===== src/rtl/ex_hazard_ctrl.sv =====
// Execute-stage hazard sequencer: load-use stalls, flag-dependent branch wait,
// branch resolution from the registered CCR and a saturating stall counter.
module ex_hazard_ctrl #(
  parameter int unsigned LU_STALL_CYCLES = 1,
  parameter int unsigned CNT_W           = 16
) (
  input  logic             clk,
  input  logic             reset,
  input  logic [2:0]       id_src1,
  input  logic [2:0]       id_src2,
  input  logic             id_src1_used,
  input  logic             id_src2_used,
  input  logic             id_is_branch,
  input  logic [1:0]       id_branch_cond,
  input  logic [2:0]       ex_rd,
  input  logic             ex_regwrite,
  input  logic             ex_memread,
  input  logic             ex_sets_ccr,
  input  logic [2:0]       ccr_r,
  output logic             pc_hold,
  output logic             ifid_hold,
  output logic             idex_bubble,
  output logic             flush_ifid,
  output logic             branch_taken,
  output logic [2:0]       ccr_clear,
  output logic [CNT_W-1:0] stall_count
);

  localparam int unsigned LU_W = 3;
  localparam logic [LU_W-1:0] LU_RELOAD = LU_W'(LU_STALL_CYCLES - 1);
  localparam logic [1:0] COND_JZ  = 2'b00;
  localparam logic [1:0] COND_JN  = 2'b01;
  localparam logic [1:0] COND_JC  = 2'b10;
  localparam logic [1:0] COND_JMP = 2'b11;

  typedef enum logic [1:0] {RUN, LU_STALL, CC_WAIT} state_t;

  state_t           state_q, state_nxt;
  logic [LU_W-1:0]  lu_cnt_q, lu_cnt_nxt;
  logic [CNT_W-1:0] stall_cnt_q;
  logic             lu_hazard, cc_hazard, cond_true;
  logic [2:0]       clr_onehot;
  logic             hold, taken;
  logic [2:0]       clr;

  // Hazard detection against the instruction currently in EX
  assign lu_hazard = ex_memread & ex_regwrite &
                     ((id_src1_used & (id_src1 == ex_rd)) |
                      (id_src2_used & (id_src2 == ex_rd)));
  assign cc_hazard = id_is_branch & (id_branch_cond != COND_JMP) & ex_sets_ccr;

  // Condition evaluation and the flag consumed by a taken conditional jump
  always_comb begin
    cond_true  = 1'b1;
    clr_onehot = 3'b000;
    case (id_branch_cond)
      COND_JZ: begin cond_true = ccr_r[0]; clr_onehot = 3'b001; end
      COND_JN: begin cond_true = ccr_r[1]; clr_onehot = 3'b010; end
      COND_JC: begin cond_true = ccr_r[2]; clr_onehot = 3'b100; end
      default: begin cond_true = 1'b1;     clr_onehot = 3'b000; end
    endcase
  end

  always_comb begin
    state_nxt  = state_q;
    lu_cnt_nxt = lu_cnt_q;
    hold       = 1'b0;
    taken      = 1'b0;
    clr        = 3'b000;
    case (state_q)
      RUN: begin
        if (lu_hazard) begin
          hold = 1'b1;
          if (LU_STALL_CYCLES > 1) begin
            lu_cnt_nxt = LU_RELOAD;
            state_nxt  = LU_STALL;
          end
        end else if (cc_hazard) begin
          hold      = 1'b1;
          state_nxt = CC_WAIT;
        end else if (id_is_branch && cond_true) begin
          taken = 1'b1;
          clr   = clr_onehot;
        end
      end
      LU_STALL: begin
        hold       = 1'b1;
        lu_cnt_nxt = lu_cnt_q - LU_W'(1);
        if (lu_cnt_q == LU_W'(1)) state_nxt = RUN;
      end
      CC_WAIT: begin
        // EX now holds a bubble, so ccr_r reflects the flag-setting instruction
        if (id_is_branch && cond_true) begin
          taken = 1'b1;
          clr   = clr_onehot;
        end
        state_nxt = RUN;
      end
      default: state_nxt = RUN;
    endcase
    if (!reset) begin
      state_nxt  = RUN;
      lu_cnt_nxt = '0;
      hold       = 1'b0;
      taken      = 1'b0;
      clr        = 3'b000;
    end
  end

  always_ff @(posedge clk) begin
    if (!reset) begin
      state_q     <= RUN;
      lu_cnt_q    <= '0;
      stall_cnt_q <= '0;
    end else begin
      state_q  <= state_nxt;
      lu_cnt_q <= lu_cnt_nxt;
      if (hold && (stall_cnt_q != {CNT_W{1'b1}}))
        stall_cnt_q <= stall_cnt_q + CNT_W'(1);
    end
  end

  assign pc_hold      = hold;
  assign ifid_hold    = hold;
  assign idex_bubble  = hold;
  assign flush_ifid   = taken;
  assign branch_taken = taken;
  assign ccr_clear    = clr;
  assign stall_count  = reset ? stall_cnt_q : '0;

endmodule


===== config.mk =====
export PLATFORM = sky130hd
export DESIGN_NAME = ex_hazard_ctrl
export DESIGN_NICKNAME = d
export VERILOG_FILES = /design/src/rtl/ex_hazard_ctrl.sv
export SDC_FILE = /design/constraint.sdc
export NUM_CORES = 1
export LEC_CHECK = 0
export ABC_AREA = 1
export CAP_MARGIN = 25
export CORE_MARGIN = 1.5
export CORE_UTILIZATION = 42
export CTS_CLUSTER_SIZE = 8
export DETAILED_ROUTE_END_ITERATION = 10
export GPL_ROUTABILITY_DRIVEN = 0
export PLACE_DENSITY = 0.77
export SLEW_MARGIN = 20
export SYNTH_ARGS = -nofsm -noshare
export SYNTH_HDL_FRONTEND = slang
export SYNTH_SLANG_ARGS = --single-unit
export TNS_END_PERCENT = 50

===== constraint.sdc =====
create_clock -name clk -period 1.5 [get_ports clk]
set_input_delay 0.3 -clock clk [delete_from_list [all_inputs] [get_ports clk]]
set_output_delay 0.3 -clock clk [all_outputs]
set_load 0.05 [all_outputs]

# Word-level counts from Yosys, hierarchy flattened
# Cells that the tools add are included.
dict set report word_totals {
  regBits 21
  wordCells 50
  inputBits 22
  out_inout_bits 24
}
dict set report op_classes {
  eq_ne 12
  reduce_logical 5
  muxes 21
  n_addsub 2
  bitwise_logic 7
}
# cell count
set op_table {}
lappend op_table {{adder 16 x 1 -> 16 bit (second input constant)} 1}
lappend op_table {{2-to-1 mux 16 bit} 1}
lappend op_table {{inequality test 16 bit (second input constant)} 1}
lappend op_table {{2-to-1 mux 3 bit} 4}
lappend op_table {{one-hot mux 3 bit (3 select lines)} 1}
lappend op_table {{inequality test 2 bit (second input constant)} 4}
lappend op_table {{2-to-1 mux 1 bit} 7}
lappend op_table {{bitwise AND 1 bit} 6}
lappend op_table {{== test 3 bit} 2}
lappend op_table {{2-to-1 mux 2 bit} 3}
lappend op_table {{one-hot mux 3 bit (2 select lines)} 1}
lappend op_table {{== test 2 x 1 -> 1 bit (second input constant)} 2}
lappend op_table {{== test 2 bit (second input constant)} 2}
lappend op_table {{logical NOT 2 bit} 2}
lappend op_table {{one-hot mux 1 bit (2 select lines)} 2}
lappend op_table {{one-hot mux 2 bit (2 select lines)} 1}
lappend op_table {{== test 3 x 1 -> 1 bit (second input constant)} 1}
lappend op_table {{one-hot mux 1 bit (3 select lines)} 1}
lappend op_table {{AND reduction 3 bit} 1}
lappend op_table {{subtractor 3 x 1 -> 3 bit (second input constant)} 1}
lappend op_table {{logical AND 1 bit} 2}
lappend op_table {{OR 1 bit} 1}

# Depth between registers and ports, before layout
dict set report logic_depth {
  ltp_word 8
  mapped_depth 12
  mapped_depth_nobuf 12
}

# Least setup slack after synthesis
# No wires, ideal clock.
dict set report synth_timing {
  kind {input to output}
  from {input port ex_rd[1]}
  to {output port ccr_clear[0]}
  n_path_buf 0
  setup_slack_ns -0.826
  required_ns 1.200
  stages 11
  arrival_ns 2.026
  path_cell_list {inv_1 -> nand2_1 -> nand2_1 -> nor2_1 -> nand2_1 -> nand2_1 -> nand2_1 -> nand2_2 -> nand2_1 -> nand3_1 -> nor3_1}
}
dict set report synth_via {
  elab_chain_cells 7
  elab_cells_between_ends 9
  classes_between {eq/ne (2); mux (3); bitwise (4)}
}
# item line
set synth_lines {}
lappend synth_lines {{start: declaration} 15} ;# input logic [2:0] ex_rd,
lappend synth_lines {{== test 3 bit, on equally long branches} {48, 49}}
lappend synth_lines {{bitwise AND 1 bit, on equally long branches} {48, 49}}
lappend synth_lines {{OR 1 bit (*)} 48} ;# ((id_src1_used & (id_src1 == ex_rd)) |
lappend synth_lines {{bitwise AND 1 bit (*)} 47} ;# assign lu_hazard = ex_memread & ex_regwrite &
lappend synth_lines {{2-to-1 mux 3 bit (*)} 72} ;# if (lu_hazard) begin
lappend synth_lines {{one-hot mux 3 bit (2 select lines) (*)} 70} ;# case (state_q)
lappend synth_lines {{2-to-1 mux 3 bit (*)} 101} ;# if (!reset) begin
lappend synth_lines {{end: declaration} 25} ;# output logic [2:0] ccr_clear,
# Every way passes the cells marked *; elsewhere a longest branch is shown, timed or not.

# Worst setup path in the final report
dict set report layout_timing {
  from {input port id_src2[1]}
  to {output port ifid_hold}
}
dict set report layout_via {
  elab_chain_cells 7
}
# item line
set layout_lines {}
lappend layout_lines {{start: declaration} 10} ;# input logic [2:0] id_src2,
lappend layout_lines {{== test 3 bit} 49} ;# (id_src2_used & (id_src2 == ex_rd)));
lappend layout_lines {{bitwise AND 1 bit} 49}
lappend layout_lines {{OR 1 bit} 48}
lappend layout_lines {{bitwise AND 1 bit} 47}
lappend layout_lines {{2-to-1 mux 1 bit} 72}
lappend layout_lines {{one-hot mux 1 bit (2 select lines)} 70}
lappend layout_lines {{2-to-1 mux 1 bit} 101}
lappend layout_lines {{end: declaration} 21} ;# output logic ifid_hold,
# No other way between the ends.

==> summary.md <==
| Metric | Value |
|---|---|
| IO buf count | `45` |
| Largest delay share family, worst path | `simple AND/OR/NAND/NOR gates` |
| Sink Count | `17` |
| Crit path largest cell delay | `approximately 0.21 ns` |
| Slew @ Worst Pin | `roughly 0.4 ns` |
| Critical path buffer and inverter count | `4` |
| Post-DP Area | `2410 sq um` |
| Crit Path Max Fanout | `3` |
| Clock buffer depth | `2` |
| Drt first pass iters | `7` |
| Global-route wire length before repair | `7240 um` |
| Post-Synthesis Net Count | `265` |
| Height of the die | `slightly above 60 um` |
| Critical Path, Cell by Cell | `buf_6, inv_2, nand2_2, nand2_2, nor2_2, nand2_1, nand2_1, nand2_2, nand2_4, nand2_4, buf_6, nor2_4, buf_12` |
| # nets final | `~340` |
| Worst path required time | `roughly 1.2 ns` |
| Top cells by area, synth | `dfxtp_1 (24%), nand2_1 (21%), inv_1 (11%)` |
| Async S/R FF share, synth | `0` |
| CTS tree | `done` |
| Drc violations | `0` |
| Total Wirelength | `4830 um` |
| Finished layout cell area | `about 2600 sq um` |
| Row cnt | `20` |
| Overall routing resource usage | `0.257` |
| Peak supply drop | `between 0.2 and 0.3 mV` |
| Cts hold-fix bufs | `0` |
| Status | `finished with violations` |
| Congestion Overflow GR | `0` |
| Avg Inst Size Synth | `approximately 6 sq um` |
| Min Tclk post-route | `1.77 ns` |
| Commonest non-fill, non-tap cell in the layout | `nand2_1` |
| Drt wl/cell | `between 10 and 15 um` |
| 1st-iter DRT viols | `142` |
| Post-Syn Instances | `about 240` |
| Area of the multi-input gates | `approximately 1000 sq um` |
| M1 WL | `between 1500 and 2000 um` |
| EDFF count, synth | `0` |
| CP startpoint kind | `input pin` |
| Via count | `between 1500 and 2000` |
| Failing checks | `setup timing` |
| Root Buffer | `clkbuf_4` |
| Post-route setup slack | `-0.270 ns` |
| Final Cycle Share | `1.18` |
| Fmax | `~560 MHz` |
| Share of layout cells above drive strength 1 | `0.399` |
| DRT antenna net count | `0` |
| Crit Path Category | `in2out` |
| CTS clk-pin slew, worst paths | `0.11 ns` |
| Synthesis warning total | `0` |
| Sequential fraction of the synthesis area | `0.241` |
| Area delta synth->final | `81.9%` |
| Slowest CP cell | `nor2_4` |
| Routed wl met2 | `roughly 2500 um` |
| R2R Path Start | `stall_cnt_q[0]$_SDFFE_PN0P_` |
| Final Setup Violations | `19` |
| Most frequent cells in the layout | `nand2_1 (64), inv_1 (29), buf_4 (24), buf_12 (24)` |
| Power Dens Cells | `between 400 and 500 nW/um^2` |
| CTS H-tree lvls | `1` |
| Crit end category | `output port` |
| Synth Cell Area | `1410 sq um` |
| Final Hold Fails | `0` |
| Metal3 WL | `about 380 um` |
| Final total power | `about 0.0011 W` |
| Yosys top cell area share | `0.241` |
| IO Pins | `46` |
| Leak Pwr | `1.21 nW` |
| Antenna diodes | `0` |
| RSZ-0062 raised after global routing | `yes` |
| Max capacitance violation total | `0` |
| Initial Util | `0.451` |
| Worst Hold Class | `reg2reg` |
| Seq. cell area | `between 300 and 400 sq um` |
| Die W | `61.0 um` |
| CP startpoint | `id_src2[1]` |
| Fill cells | `~190` |
| Area leader, netlist | `dfxtp_1` |
| Final Max Tran Viols | `0` |
| Die ar. | `about 3700 sq um` |
| Slew headroom | `0.737` |
| Initial antenna violation count | `0` |
| Num CTS Buffers | `3` |
| Most numerous cell on the critical path | `nand2_2` |
| Register bit total from synthesis | `17` |
| Post-layout util | `0.821` |
| Clock Latency Late Sink | `about 0.30 ns` |
| Largest net degree at the start of global routing | `18` |
| Worst Skew | `between 0.002 and 0.0025 ns` |
| Drt via density | `5.24` |
| HP Start | `stall_cnt_q[15]$_SDFFE_PN0P_` |
| Setup TNS | `-2.19 ns` |
| Detailed placer's ending HPWL | `3140 um` |
| Core area | `roughly 3100 sq um` |
| Ys flop type | `dfxtp_1` |
| Critical Path AT | `approximately 1.5 ns` |
| DR top layer | `met4` |
| Synth cell types | `26` |
| Vias in the first global route | `roughly 1700` |
[stage by stage]
| step | std cells | hold slack [ns] | worst slack (ns) |
|---|---|---|---|
| final | 355 | 0.506 | -0.270 |
| after global routing | 355 | 0.552 | -0.375 |
| after CTS | 353 | 0.511 | -0.296 |
| after detailed placement | 347 | 0.495 | -0.736 |
| after global placement | 347 | 0.489 | -0.687 |
| after floorplan | 242 | 0.464 | -0.289 |
[layer usage]
layer | GRT usage | up-vias
met3 | 0.0426 | 20
met2 | 0.478 | 109
met4 | 0.0621 | 0
li1 | - | 895
met1 | 0.305 | 837
met5 | 0 | -
[flip-flops by register name (all words and copies together), names as in the netlist]
name         count
stall_cnt_q     16
state_q          1
[kinds of logic after synthesis]
family          Yosys count  share of synthesized area
buf+inv                  54                      0.158
xor+xnor                  9                     0.0558
flops                    17                      0.241
compound gates           16                     0.0585
fa+ha+maj                 1                    0.00886
simple gates            145                      0.478
[tightest hold or removal path, stage by stage, from the launching register on]
cell and delay, ns:
dfxtp_1 0.35, nand2_1 0.07, a21oi_1 0.05
[cell type report]
cell class / count / share of cell area
timing repair buffer: 73 / 0.363
clock inverter: 1 / 0.00195
multi-input combinational: 173 / 0.397
tap: 44 / 0.0214
inverter: 44 / 0.0736
clock buffer: 3 / 0.00877
sequential: 17 / 0.134
[synth_stat cells (2+ instances only)]
cell type and n:
xnor2_1 4, nor2_1 22, nand2_2 3, inv_2 2, buf_4 3, o21ai_0 2, nand3_1 12, inv_1 41
nand2_1 78, nand4_1 16, nor3_1 5, clkbuf_1 5, a21oi_1 13, nor2_4 2, dfxtp_1 17, xor2_1 5
nor2_2 2, nand3_4 2
[report_power, final]
group          internal [W]  switching (W)
registers          0.000456     0.00000384
logic              0.000150       0.000188
clock network     0.0000994       0.000168
[repair_timing]
action                     4_1_cts  5_1_grt
setup endpoints to repair       40       35
pin swaps                       26       20
gates resized for setup         86       21
cloned                           1        2
buffers inserted                 1        0
[final timing paths]
| path | endpoint | slack (ns) | cells after the start |
|---|---|---|---|
| worst min-delay path | stall_cnt_q[15]$_SDFFE_PN0P_ | 0.51 | 2 |
| worst min register to register | stall_cnt_q[15]$_SDFFE_PN0P_ | 0.51 | 2 |
| worst max register to register | stall_cnt_q[8]$_SDFFE_PN0P_ | -0.07 | 9 |
| worst max-delay path | ifid_hold | -0.27 | 13 |
(Power assumes the default switching activity.)
